### src/rtl/fb_pkg.sv
// Shared types and defaults for the ping-pong frame-store controller.
package fb_pkg;

  typedef enum logic [1:0] {
    ST_IDLE   = 2'd0,
    ST_WAIT   = 2'd1,
    ST_STREAM = 2'd2
  } rd_state_e;

  localparam int FB_H_PIXELS   = 384;
  localparam int FB_V_PIXELS   = 256;
  localparam int FB_FRAME_SIZE = FB_H_PIXELS * FB_V_PIXELS;
  localparam int FB_CNT_W      = $clog2(FB_FRAME_SIZE);
  localparam int FB_ADDR_W     = FB_CNT_W + 1;

  localparam logic [7:0] DROP_MAX = 8'd255;

  function automatic logic [7:0] sat_inc(input logic [7:0] v);
    return (v == DROP_MAX) ? v : v + 8'd1;
  endfunction

endpackage

### src/rtl/fb_skid_fifo.sv
// Two-entry skid FIFO holding read data plus its end-of-frame tag.
module fb_skid_fifo #(
  parameter int W = 9
) (
  input  logic         clk,
  input  logic         rst,
  input  logic         push,
  input  logic [W-1:0] push_data,
  input  logic         pop,
  output logic [W-1:0] head,
  output logic [1:0]   count
);

  logic [W-1:0] mem [2];
  logic         wptr;
  logic         rptr;

  always_ff @(posedge clk) begin
    if (rst) begin
      mem[0] <= '0;
      mem[1] <= '0;
      wptr   <= 1'b0;
      rptr   <= 1'b0;
      count  <= 2'd0;
    end else begin
      if (push) begin
        mem[wptr] <= push_data;
        wptr      <= ~wptr;
      end
      if (pop) begin
        rptr <= ~rptr;
      end
      unique case ({push, pop})
        2'b10:   count <= count + 2'd1;
        2'b01:   count <= count - 2'd1;
        default: count <= count;
      endcase
    end
  end

  assign head = mem[rptr];

endmodule

### src/rtl/fb_pingpong_ctrl.sv
// Double-buffered frame store: writer fills one bank, reader streams the
// other, both sharing one single-port RAM with writes taking priority.
module fb_pingpong_ctrl
  import fb_pkg::*;
#(
  parameter  int DATA_W     = 8,
  parameter  int H_PIXELS   = FB_H_PIXELS,
  parameter  int V_PIXELS   = FB_V_PIXELS,
  localparam int FRAME_SIZE = H_PIXELS * V_PIXELS,
  localparam int CNT_W      = $clog2(FRAME_SIZE),
  localparam int ADDR_W     = CNT_W + 1
) (
  input  logic              clk,
  input  logic              rst,
  input  logic              wr_frame_start,
  input  logic              wr_valid,
  input  logic [DATA_W-1:0] wr_data,
  input  logic              rd_start,
  input  logic              rd_ready,
  output logic              rd_valid,
  output logic [DATA_W-1:0] rd_data,
  output logic              rd_last,
  output logic              rd_busy,
  output logic              frame_avail,
  output logic [7:0]        drop_cnt,
  output logic [ADDR_W-1:0] ram_addr,
  output logic              ram_we,
  output logic [DATA_W-1:0] ram_wdata,
  input  logic [DATA_W-1:0] ram_rdata
);

  rd_state_e state;
  rd_state_e state_nxt;

  logic [CNT_W-1:0] wr_cnt;
  logic [CNT_W-1:0] wr_idx;
  logic [CNT_W:0]   rd_cnt;
  logic             wbank;
  logic             wbank_nxt;
  logic             rbank;
  logic             eof;
  logic             go_stream;
  logic             issue;
  logic             pop;
  logic             rd_pend;
  logic             rd_pend_last;
  logic [1:0]       fifo_cnt;
  logic [DATA_W:0]  head;

  assign wr_idx    = wr_frame_start ? '0 : wr_cnt;
  assign eof       = wr_valid && (wr_idx == CNT_W'(FRAME_SIZE - 1));
  assign wbank_nxt = (eof && state != ST_STREAM) ? ~wbank : wbank;
  assign go_stream = (state_nxt == ST_STREAM) && (state != ST_STREAM);
  assign pop       = rd_valid && rd_ready;

  // Room counts the pop happening this cycle so a steady stream has no bubble.
  assign issue = (state == ST_STREAM) && !wr_valid
              && (rd_cnt < (CNT_W + 1)'(FRAME_SIZE))
              && (({1'b0, fifo_cnt} + {2'b0, rd_pend})
                  < (3'd2 + {2'b0, pop}));

  always_ff @(posedge clk) begin
    if (rst) begin
      state <= ST_IDLE;
    end else begin
      state <= state_nxt;
    end
  end

  always_comb begin
    state_nxt = state;
    unique case (state)
      ST_IDLE: begin
        if (rd_start) begin
          state_nxt = frame_avail ? ST_STREAM : ST_WAIT;
        end
      end
      ST_WAIT: begin
        if (frame_avail) begin
          state_nxt = ST_STREAM;
        end
      end
      ST_STREAM: begin
        if (pop && rd_last) begin
          state_nxt = ST_IDLE;
        end
      end
      default: state_nxt = ST_IDLE;
    endcase
  end

  always_comb begin
    rd_busy   = (state != ST_IDLE);
    ram_we    = wr_valid;
    ram_wdata = '0;
    ram_addr  = '0;
    if (wr_valid) begin
      ram_addr  = {wbank, wr_idx};
      ram_wdata = wr_data;
    end else if (issue) begin
      ram_addr = {rbank, rd_cnt[CNT_W-1:0]};
    end
  end

  always_ff @(posedge clk) begin
    if (rst) begin
      wr_cnt       <= '0;
      wbank        <= 1'b0;
      rbank        <= 1'b0;
      frame_avail  <= 1'b0;
      drop_cnt     <= 8'd0;
      rd_cnt       <= '0;
      rd_pend      <= 1'b0;
      rd_pend_last <= 1'b0;
    end else begin
      if (wr_frame_start || wr_valid) begin
        wr_cnt <= (!wr_valid || eof) ? '0 : wr_idx + 1'b1;
      end
      wbank <= wbank_nxt;
      if (go_stream) begin
        frame_avail <= 1'b0;
      end else if (eof && state != ST_STREAM) begin
        frame_avail <= 1'b1;
      end
      if (eof && (state == ST_STREAM || frame_avail)) begin
        drop_cnt <= sat_inc(drop_cnt);
      end
      // A frame completing on the entry cycle is the freshest: read it.
      if (go_stream) begin
        rbank  <= ~wbank_nxt;
        rd_cnt <= '0;
      end else if (issue) begin
        rd_cnt <= rd_cnt + 1'b1;
      end
      rd_pend      <= issue;
      rd_pend_last <= issue
                   && (rd_cnt == (CNT_W + 1)'(FRAME_SIZE - 1));
    end
  end

  fb_skid_fifo #(
    .W(DATA_W + 1)
  ) u_skid (
    .clk      (clk),
    .rst      (rst),
    .push     (rd_pend),
    .push_data({ram_rdata, rd_pend_last}),
    .pop      (pop),
    .head     (head),
    .count    (fifo_cnt)
  );

  assign rd_valid = (fifo_cnt != 2'd0);
  assign rd_data  = rd_valid ? head[DATA_W:1] : '0;
  assign rd_last  = rd_valid && head[0];

endmodule

### config.mk
export PLATFORM = sky130hd
export DESIGN_NAME = fb_pingpong_ctrl
export DESIGN_NICKNAME = d
export VERILOG_FILES = /design/src/rtl/fb_pkg.sv /design/src/rtl/fb_skid_fifo.sv /design/src/rtl/fb_pingpong_ctrl.sv
export SDC_FILE = /design/constraint.sdc
export NUM_CORES = 1
export LEC_CHECK = 0
export ABC_AREA = 1
export CAP_MARGIN = 20
export CORE_UTILIZATION = 50
export DETAILED_ROUTE_END_ITERATION = 6
export PLACE_DENSITY = 0.74
export SLEW_MARGIN = 10
export SYNTH_ARGS = -nofsm -noshare
export SYNTH_HDL_FRONTEND = slang
export SYNTH_SLANG_ARGS = --single-unit
export TNS_END_PERCENT = 20
### constraint.sdc
create_clock -name clk -period 2.9 [get_ports clk]
set_input_delay 0.29 -clock clk [delete_from_list [all_inputs] [get_ports clk]]
set_output_delay 0.29 -clock clk [all_outputs]
set_load 0.1 [all_outputs]
==> results of run 1 <==
-- worst max-delay path by stage --
stage	start	to	slack [ns]	depth (start not counted)
global placement	wr_frame_start	wr_cnt[15]	0.51	12
floorplan	u_skid.count[0]	ram_addr[11]	-0.44	8
detailed placement	wr_frame_start	wr_cnt[15]	0.39	12
CTS	u_skid.count[0]	ram_addr[10]	0.32	9
finish	u_skid.count[0]	ram_addr[10]	0.28	9
global route	u_skid.count[0]	ram_addr[10]	0.11	9
-- metal layers --
metal,global-route usage (%),up-vias
met5,0,-
met2,43.7,127
met1,33.9,1800
met4,8.73,0
li1,-,1969
met3,5.70,16
-- area by class of cell --
class,count,area (sq um),area share [%]
timing repair buffer,76,961,18.5
clock buffer,10,128,2.45
multi-input combinational,391,1910,36.7
clock inverter,6,58.8,1.13
tap,102,128,2.45
sequential,73,1640,31.6
inverter,100,375,7.22
-- cell families after synthesis --
group | count (synthesis) | synth area share, %
AOI/OAI and AO/OA | 72 | 9.58
xor gates and xnor gates | 15 | 3.28
adders and majority gates | 6 | 1.87
buffers and inverters | 118 | 11.7
DFF | 73 | 40.9
and+or+nand+nor | 298 | 32.6
-- per-stage QoR --
stage          utilization (%)  instance area (sq um)  std cells  hold slack (ns)  power, mW
2_1_floorplan                -                   4020        582            0.359       1.19
3_3_place_gp              64.9                   5010        742            0.439       1.27
3_5_place_dp              64.9                   5010        742            0.448       1.27
4_1_cts                   67.3                   5200        758            0.465       2.02
5_1_grt                   67.3                   5200        758            0.484       2.08
6_report                  67.3                   5200        758            0.467       2.01
-- worst max-delay path: cells and delay by family (launching register included) --
| kind | cells | cell delay [ns] |
|---|---|---|
| AO/OA/AOI/OAI | 1 | 0.20 |
| flip-flops | 1 | 0.36 |
| buffers and inverters | 2 | 0.58 |
| AND/OR/NAND/NOR | 4 | 0.46 |
| adder cells (fa/ha/maj) | 2 | 0.38 |
-- cell usage in the layout (no fill, tap or decap), types with 2 or more instances in the layout --
cell / netlist / final
a21oi_1: 34 / 34
buf_12: 0 / 27
buf_4: 3 / 28
clkbuf_8: 0 / 9
clkdlybuf4s50_1: 0 / 21
clkinv_1: 1 / 3
dfxtp_1: 55 / 55
edfxtp_1: 18 / 18
ha_1: 6 / 6
inv_1: 97 / 97
inv_2: 2 / 2
nand2_1: 124 / 124
nand2_2: 2 / 2
nand3_1: 32 / 32
nand3_2: 4 / 4
nand3b_1: 3 / 3
nand4_1: 8 / 8
nor2_1: 93 / 93
nor2_2: 5 / 5
nor2_4: 3 / 3
nor3_1: 16 / 16
nor3b_1: 3 / 3
o21ai_0: 23 / 18
o21ai_1: 1 / 4
o21ai_2: 0 / 2
o22ai_1: 10 / 10
or2_2: 2 / 2
xnor2_1: 4 / 4
xor2_1: 11 / 11
-- state kept, by name (all words and copies together) (netlist names), named ones only --
name / count
rd_cnt: 18
u_skid.mem: 18
wr_cnt: 17
drop_cnt: 8
state: 2
u_skid.count: 2
frame_avail: 1
rbank: 1
rd_pend: 1
rd_pend_last: 1
u_skid.rptr: 1
u_skid.wptr: 1
wbank: 1
-- power groups by stage --
stage	Sequential, mW	Clock (mW)	Combinational (mW)
6_report	1.06	0.766	0.192
5_1_grt	1.06	0.818	0.202
4_1_cts	1.06	0.774	0.192
3_5_place_dp	1.08	0	0.191
3_3_place_gp	1.08	0	0.189
2_1_floorplan	1.08	0	0.111
==> impl_metrics.py, run 1 <==
metrics = {
    "clocking": {
        "clkLatencyLatePin_ns": 0.35,
        "htree_levels": 3,
        "clock_path_buffers": 2,
        "cts_made_buffers": 9,
        "cts_tree": "done",
        "post-cts-setup-buffers": 0,
        "clkSinkCount": 73,
        "ctsResizeCount": 0,
        "ctsHoldBuffers": 0,
        "clockRootBuffer": "clkbuf_8",
        "clk_pin_slew_worst_paths_ns": 0.07,
    },
    "detailed_routing": {
        "ant_nets": 0,
        "via_count": 3912,
        "top_layer": "met4",
        "firstDrtPassIters": 5,
        "drt-wirelength-per-cell_um": 13.8,
        "m1WireLength_mm": 4.63,
        "drt-initial-drc-count": 315,
        "routed_via_density": 5.16,
        "wl_met2_mm": 5.05,
        "met3WireLength_um": 583,
        "routed_wl_mm": 10.5,
        "drc_errors": 0,
    },
    "sta": {
        "tightest_slew_ns": 0.681,
        "min_period_over_period_pct": 90.4,
        "setup_violations": 0,
        "finalWorstSetupSlack_ns": 0.280,
        "finalClockSkew_ns": 0.00988,
        "tns_ns": 0,
        "relSlewSlack_pct": 54.5,
        "max_freq_mhz": 382,
        "slew_violations": 0,
        "min_period_ns": 2.62,
        "rsz0062_at_grt": "no",
        "hold_violations": 0,
    },
    "logic_synthesis": {
        "synth.top_cells.by_count": "124 x nand2_1, 97 x inv_1, 93 x nor2_1",
        "synth_top_cell_area_share_pct": 27.5,
        "synth_ff_type": "dfxtp_1",
        "synth_area_leaders": "dfxtp_1 27%, edfxtp_1 13%, nand2_1 12%",
        "ys_warn_count": 0,
        "synth_nets": 610,
        "ys_seq_area_share_pct": 40.9,
        "syn_avg_cell_area_sq_um": 6.89,
        "synthMostInstantiatedCell": "nand2_1",
        "async_flop_share_pct": 0,
        "syn_area_sq_mm": 0.00401,
        "synth_edf_count": 18,
        "synth.distinct_cells": 36,
        "syn_inst": 582,
        "ys_ff_latch": 73,
        "yosys.area.top_type": "dfxtp_1",
    },
    "worst_setup_path": {
        "r2r_end": "rd_cnt[3]",
        "rr_startpoint": "u_skid.count[0]",
        "cp-end-kind": "output port",
        "crit_fanout": 12,
        "critPathLaunchType": "register",
        "ff2ff_setup_slack_ns": 0.89,
        "critPathRequiredTime_ns": 2.61,
        "crit_chain": "ha_1, ha_1, nand3b_1, nor2_1, nand2_1, inv_1, nand2_1, o21ai_0, buf_12",
        "crit_type": "register to output port",
        "ff2ff_path_depth": 9,
        "crit_slowest_cell": "dfxtp_1",
        "slowest_delay_ns": 0.36,
        "worstPathArrival_ns": 2.33,
    },
    "pwr": {
        "clkPwrFrac_pct": 38.1,
        "seqPwrFrac_pct": 52.4,
        "power_switching_mw": 0.502,
        "comb_power_share_pct": 9.5,
        "switching_share_pct": 25.0,
        "vdd_drop_max_v": 0.000277,
        "internal-power_mw": 1.51,
        "powerDensity_mw_per_mm2": 387,
        "power.leakage_nw": 2.13,
    },
    "place": {
        "place_hpwl_mm": 7.80,
        "dp_slack_ns": 0.391,
        "finalWeightedCongestion": 0.929,
        "io_buffers": 68,
    },
    "floorplan": {
        "ios": 69,
        "floorplan.initialDensity_pct": 51.9,
        "row_count": 32,
        "die_x_um": 91.6,
        "die_h_um": 91.6,
        "core_area_sq_mm": 0.00773,
        "die-area_sq_mm": 0.00838,
    },
    "flow_run": {
        "maxCapViolations": 0,
    },
    "grt": {
        "antenna_found_initial": 0,
        "grt_pass1_vias": 3755,
        "gr-total-overflow": 0,
        "grtUsageTotal_pct": 26.3,
        "grt_max_degree": 30,
        "grt_first_pass_wirelength_mm": 17.4,
    },
    "cells_and_area": {
        "nets": 679,
        "syn_to_final_growth_pct": 29.6,
        "antenna_cells": 0,
        "fillerInstances": 673,
        "drive_gt1_share_pct": 13.9,
    },
    "status": {
        "status": "finished, final reports clean",
    },
    "worst_hold_path": {
        "holdPathStages": 1,
        "hp-class": "register to register",
        "min_from": "u_skid.rptr",
    },
}
No activity file was read; power rests on OpenSTA's default activity.
==> run 2: changes to the inputs <==
- ABC_AREA: 1 -> default
- PLACE_DENSITY: 0.74 -> 0.75
==> run 2 against run 1 <==
Non-clock buffer count grew 6. Worst hold slack gained 0.033 ns. Sequential share of layout area grew 2.6 points. Largest cell class unchanged. Global-route usage shrank 2.5 points. Critical path type unchanged. First-iteration DRC count shrank 40%. Clock power grew 3.8%. Clock-buffer cell count shrank 1. Setup slack lost 0.036 ns. Total power is essentially flat.
==> impl_metrics.py, run 2 <==
metrics = {
    "detailed_routing": {
        "via_count": 3241,
        "drt-initial-drc-count": 188,
        "firstDrtPassIters": 5,
        "routed_via_density": 5.63,
        "m1WireLength_mm": 4.07,
        "drc_errors": 0,
        "drt-wirelength-per-cell_um": 15.6,
        "routed_wl_mm": 8.98,
        "wl_met2_mm": 4.21,
        "top_layer": "met4",
        "ant_nets": 0,
        "met3WireLength_um": 475,
    },
    "logic_synthesis": {
        "synthMostInstantiatedCell": "dfxtp_1",
        "synth.distinct_cells": 49,
        "ys_warn_count": 0,
        "synth_edf_count": 18,
        "syn_area_sq_mm": 0.00369,
        "synth_top_cell_area_share_pct": 29.8,
        "syn_inst": 401,
        "ys_ff_latch": 73,
        "synth_area_leaders": "dfxtp_1 30%, edfxtp_1 15%, nor2_1 5.4%",
        "async_flop_share_pct": 0,
        "yosys.area.top_type": "dfxtp_1",
        "synth.top_cells.by_count": "55 x dfxtp_1, 53 x nor2_1, 28 x and2_1",
        "ys_seq_area_share_pct": 44.5,
        "synth_nets": 429,
        "syn_avg_cell_area_sq_um": 9.20,
        "synth_ff_type": "dfxtp_1",
    },
    "sta": {
        "finalClockSkew_ns": 0.0108,
        "hold_violations": 0,
        "min_period_over_period_pct": 91.6,
        "slew_violations": 0,
        "max_freq_mhz": 376,
        "holdWs_ns": 0.500,
        "tightest_slew_ns": 0.961,
        "setup_violations": 0,
        "rsz0062_at_grt": "no",
        "relSlewSlack_pct": 35.8,
        "min_period_ns": 2.66,
    },
    "floorplan": {
        "die_h_um": 87.9,
        "floorplan.initialDensity_pct": 53.1,
        "row_count": 30,
        "ios": 69,
        "die_x_um": 87.9,
        "core_area_sq_mm": 0.00694,
        "die-area_sq_mm": 0.00773,
    },
    "grt": {
        "grt_max_degree": 30,
        "antenna_found_initial": 0,
        "grt_pass1_vias": 3006,
        "grtUsageTotal_pct": 23.8,
        "gr-total-overflow": 0,
        "grt_first_pass_wirelength_mm": 14.1,
    },
    "pwr": {
        "internal-power_mw": 1.50,
        "clkPwrFrac_pct": 39.5,
        "vdd_drop_max_v": 0.000284,
        "switching_share_pct": 25.4,
        "seqPwrFrac_pct": 52.4,
        "powerDensity_mw_per_mm2": 418,
        "comb_power_share_pct": 8.1,
        "power_switching_mw": 0.511,
        "power.leakage_nw": 1.82,
    },
    "cells_and_area": {
        "fillerInstances": 547,
        "post-route-util_pct": 69.3,
        "antenna_cells": 0,
        "nets": 503,
        "stdcell_count": 576,
        "drive_gt1_share_pct": 18.5,
        "largestRegisters": "rd_cnt: 18 flops, u_skid.mem: 18 flops, wr_cnt: 17 flops",
        "syn_to_final_growth_pct": 30.3,
        "final_cell_mix": "55 x dfxtp_1, 53 x nor2_1, 42 x buf_4",
        "final_common_cell": "dfxtp_1",
    },
    "clocking": {
        "clk_pin_slew_worst_paths_ns": 0.08,
        "clkSinkCount": 73,
        "cts_made_buffers": 9,
        "post-cts-setup-buffers": 0,
        "htree_levels": 3,
        "ctsResizeCount": 0,
        "clkLatencyLatePin_ns": 0.35,
        "cts_tree": "done",
        "clockRootBuffer": "clkbuf_8",
        "clock_path_buffers": 2,
        "ctsHoldBuffers": 0,
    },
    "worst_setup_path": {
        "worstPathArrival_ns": 2.37,
        "critPathTopFamily": "simple AND/OR/NAND/NOR gates",
        "crit_chain": "ha_1, ha_1, nor2_1, and3_1, nand2_1, o21ai_1, buf_12",
        "crit_slowest_cell": "dfxtp_1",
        "critPathRequiredTime_ns": 2.61,
        "slowest_delay_ns": 0.38,
        "cp-end-kind": "output port",
        "ff2ff_setup_slack_ns": 0.42,
        "critPathLaunchType": "register",
        "worst-path-buf-inv": 1,
        "crit_fanout": 7,
        "crit_type": "register to output port",
        "cp_common_cell": "ha_1",
    },
    "worst_hold_path": {
        "hp-class": "register to register",
    },
    "flow_run": {
        "maxCapViolations": 0,
    },
    "place": {
        "dp.cells": 560,
        "place_hpwl_mm": 6.38,
        "io_buffers": 68,
        "finalWeightedCongestion": 0.868,
    },
    "status": {
        "status": "finished, final reports clean",
    },
}
## run 2: worst paths after layout
check / startpoint / to / cells past startpoint
max reg2reg: wr_cnt[0] / drop_cnt[4] / 7
min: rd_cnt[17] / rd_cnt[17] / 1
min reg2reg: rd_cnt[17] / rd_cnt[17] / 1
max: u_skid.count[0] / ram_addr[15] / 7
## run 2: layer usage
layer,vias to the layer above,GRT usage [%]
li1,1557,-
met1,1562,31.7
met2,101,37.8
met3,21,3.68
met4,0,11.5
met5,-,0
## run 2: metrics by stage
| stage | area, sq um | power [mW] | TNS [ns] | worst slack (ns) |
|---|---|---|---|---|
| after global routing | 4810 | 2.07 | 0 | 0.120 |
| after global placement | 4610 | 1.24 | 0 | 0.141 |
| after detailed placement | 4610 | 1.24 | 0 | 0.0584 |
| after CTS | 4810 | 2.01 | 0 | 0.250 |
| final | 4810 | 2.01 | 0 | 0.244 |
| after floorplan | 3690 | 1.18 | -0.0427 | -0.0213 |
## run 2: power groups by stage
stage | clock network, mW | logic, mW | registers (mW)
floorplan | 0 | 0.103 | 1.08
global placement | 0 | 0.161 | 1.08
detailed placement | 0 | 0.163 | 1.08
CTS | 0.796 | 0.164 | 1.05
global route | 0.843 | 0.172 | 1.06
finish | 0.795 | 0.163 | 1.05
## run 2: area by class of cell
type | count | area (sq um) | area share, %
tap | 96 | 120 | 2.50
clock inverter | 7 | 71.3 | 1.48
clock buffer | 9 | 124 | 2.58
multi-input combinational | 299 | 1920 | 39.9
inverter | 10 | 37.5 | 0.780
sequential | 73 | 1640 | 34.1
timing repair buffer | 82 | 896 | 18.6
## run 2: cells by family (layout without fill, tap and decap cells)
kind of cell               count (synthesis)  count (layout)  synth area share, %
DFF                                       73              73                 44.5
muxes                                     10              10                 2.71
AOI/OAI and AO/OA                         52              52                 9.66
and+or+nand+nor                          198             198                 29.8
xor gates and xnor gates                  33              33                 7.83
buffers and inverters                     29             108                 3.49
adders and majority gates                  6               6                 2.03
==> run 3: changes to the inputs <==
- PLACE_DENSITY: 0.75 -> default
- PLACE_DENSITY_LB_ADDON: default -> 0.1
==> run 3 against run 2 <==
Utilization down 0.14 points. Register-to-register slack better by 0.05 ns. Wire length down 4.4%. Combinational power down 2%. Setup slack worse by 0.012 ns. Worst hold slack worse by 0.0080 ns. First-iteration DRC count up 2.7%. Clock power down 8.6%.
==> impl_metrics.py, run 3 (synthesis gave the netlist of run 2 again) <==
metrics = {
    "status": {
        "status": "finished, final reports clean",
    },
    "worst_hold_path": {
        "whs_endpoint": "rbank",
        "holdPathStages": 2,
        "hp-class": "register to register",
        "min_from": "rbank",
    },
    "clocking": {
        "clk_pin_slew_worst_paths_ns": 0.08,
        "post-cts-setup-buffers": 0,
        "clockRootBuffer": "clkbuf_8",
        "clkLatencyLatePin_ns": 0.33,
        "htree_levels": 3,
        "cts_made_buffers": 9,
        "clkSinkCount": 73,
        "clock_path_buffers": 2,
        "cts_tree": "done",
    },
    "floorplan": {
        "die_x_um": 87.9,
        "floorplan.initialDensity_pct": 53.1,
        "die_h_um": 87.9,
        "ios": 69,
        "row_count": 30,
        "core_area_sq_mm": 0.00694,
        "die-area_sq_mm": 0.00773,
    },
    "cells_and_area": {
        "post-route-util_pct": 69.1,
        "seqCellArea_sq_mm": 0.00164,
        "nets": 503,
        "fillerInstances": 575,
        "final_common_cell": "dfxtp_1",
        "finish.instance_area_sq_mm": 0.00480,
        "largestRegisters": "rd_cnt: 18 flops, u_skid.mem: 18 flops, wr_cnt: 17 flops",
        "final_cell_mix": "55 x dfxtp_1, 52 x nor2_1, 42 x buf_4",
        "drive_gt1_share_pct": 18.5,
        "antenna_cells": 0,
        "stdcell_count": 576,
        "multi_input_area_sq_mm": 0.00192,
        "syn_to_final_growth_pct": 30.1,
    },
    "detailed_routing": {
        "drt-wirelength-per-cell_um": 14.9,
        "firstDrtPassIters": 4,
        "drc_errors": 0,
        "via_count": 3141,
        "drt-initial-drc-count": 193,
        "routed_wl_mm": 8.58,
        "ant_nets": 0,
        "routed_via_density": 5.45,
    },
    "pwr": {
        "power.leakage_nw": 1.82,
        "powerDensity_mw_per_mm2": 404,
        "finalPower_mw": 1.94,
        "vdd_drop_max_v": 0.000233,
    },
    "worst_setup_path": {
        "ff2ff_setup_slack_ns": 0.47,
        "r2r_end": "rd_cnt[15]",
        "rr_startpoint": "u_skid.count[0]",
        "cp_common_cell": "ha_1",
        "crit_chain": "ha_1, ha_1, nor2_1, nand3_1, nor2_2, buf_4, a22o_1, buf_12",
        "cp-end-kind": "output port",
        "critPathRequiredTime_ns": 2.61,
        "crit_fanout": 14,
        "crit_slowest_cell": "dfxtp_1",
        "critPathLaunchType": "register",
        "ff2ff_path_depth": 7,
        "worstPathArrival_ns": 2.38,
        "slowest_delay_ns": 0.37,
        "crit_type": "register to output port",
    },
    "grt": {
        "grt_pass1_vias": 2883,
        "antenna_found_initial": 0,
        "gr-total-overflow": 0,
        "grt_first_pass_wirelength_mm": 13.7,
        "grt_max_degree": 37,
        "grtUsageTotal_pct": 23.0,
    },
    "place": {
        "dp.cells": 560,
        "io_buffers": 68,
        "finalWeightedCongestion": 0.903,
        "dp_slack_ns": 0.0754,
        "place_hpwl_mm": 6.37,
        "place_area_sq_mm": 0.00461,
    },
    "sta": {
        "min_period_over_period_pct": 92.0,
        "tns_ns": 0,
        "hold_violations": 0,
        "slew_violations": 0,
        "tightest_slew_ns": 0.962,
        "holdWs_ns": 0.492,
        "setup_violations": 0,
        "min_period_ns": 2.67,
        "max_freq_mhz": 375,
        "relSlewSlack_pct": 35.6,
        "finalWorstSetupSlack_ns": 0.232,
        "rsz0062_at_grt": "no",
        "finalClockSkew_ns": 0.00811,
    },
    "flow_run": {
        "maxCapViolations": 0,
    },
}
[run 3: worst max path at each step]
stage	start	cells after the start	slack, ns	end
final	u_skid.count[0]	8	0.23	ram_addr[11]
after detailed placement	wr_frame_start	8	0.08	drop_cnt[2]
after CTS	u_skid.count[0]	8	0.12	ram_addr[10]
after global placement	wr_frame_start	8	0.13	drop_cnt[4]
after global routing	u_skid.count[0]	8	0.04	ram_addr[11]
after floorplan	u_skid.count[0]	7	-0.02	ram_addr[12]
[run 3: metal layers]
metal	up-vias	routed length, um	share of wire [%]	global-route usage, %
li1	1566	-	-	-
met1	1496	3910	46	30.3
met2	71	4260	50	38.3
met3	8	343	4.0	3.20
met4	0	71	0.83	8.49
met5	-	0	0	0
[run 3: timing repair]
| item | in CTS | in global routing |
|---|---|---|
| gates resized for setup | 0 | 1 |
| hold buffers | 0 | 0 |
| endpoints found under the setup margin | 0 | 11 |
[run 3: cell type report]
cell class | instances | share of cell area, %
clock buffer | 11 | 3.18
sequential | 73 | 34.2
inverter | 10 | 0.782
tap | 96 | 2.50
timing repair buffer | 82 | 18.7
clock inverter | 5 | 0.626
multi-input combinational | 299 | 40.0
[run 3: power breakdown]
group | switching [mW] | internal (mW) | total (mW)
registers | 0.00377 | 1.05 | 1.05
clock network | 0.368 | 0.358 | 0.727
logic | 0.105 | 0.0546 | 0.159
[run 3: worst max-delay path: cells and delay by family, from the launching register on]
family	cells	cell delay, ns
simple gates	3	0.60
buf+inv	2	0.44
fa+ha+maj	2	0.40
flops	1	0.37
compound gates	1	0.24
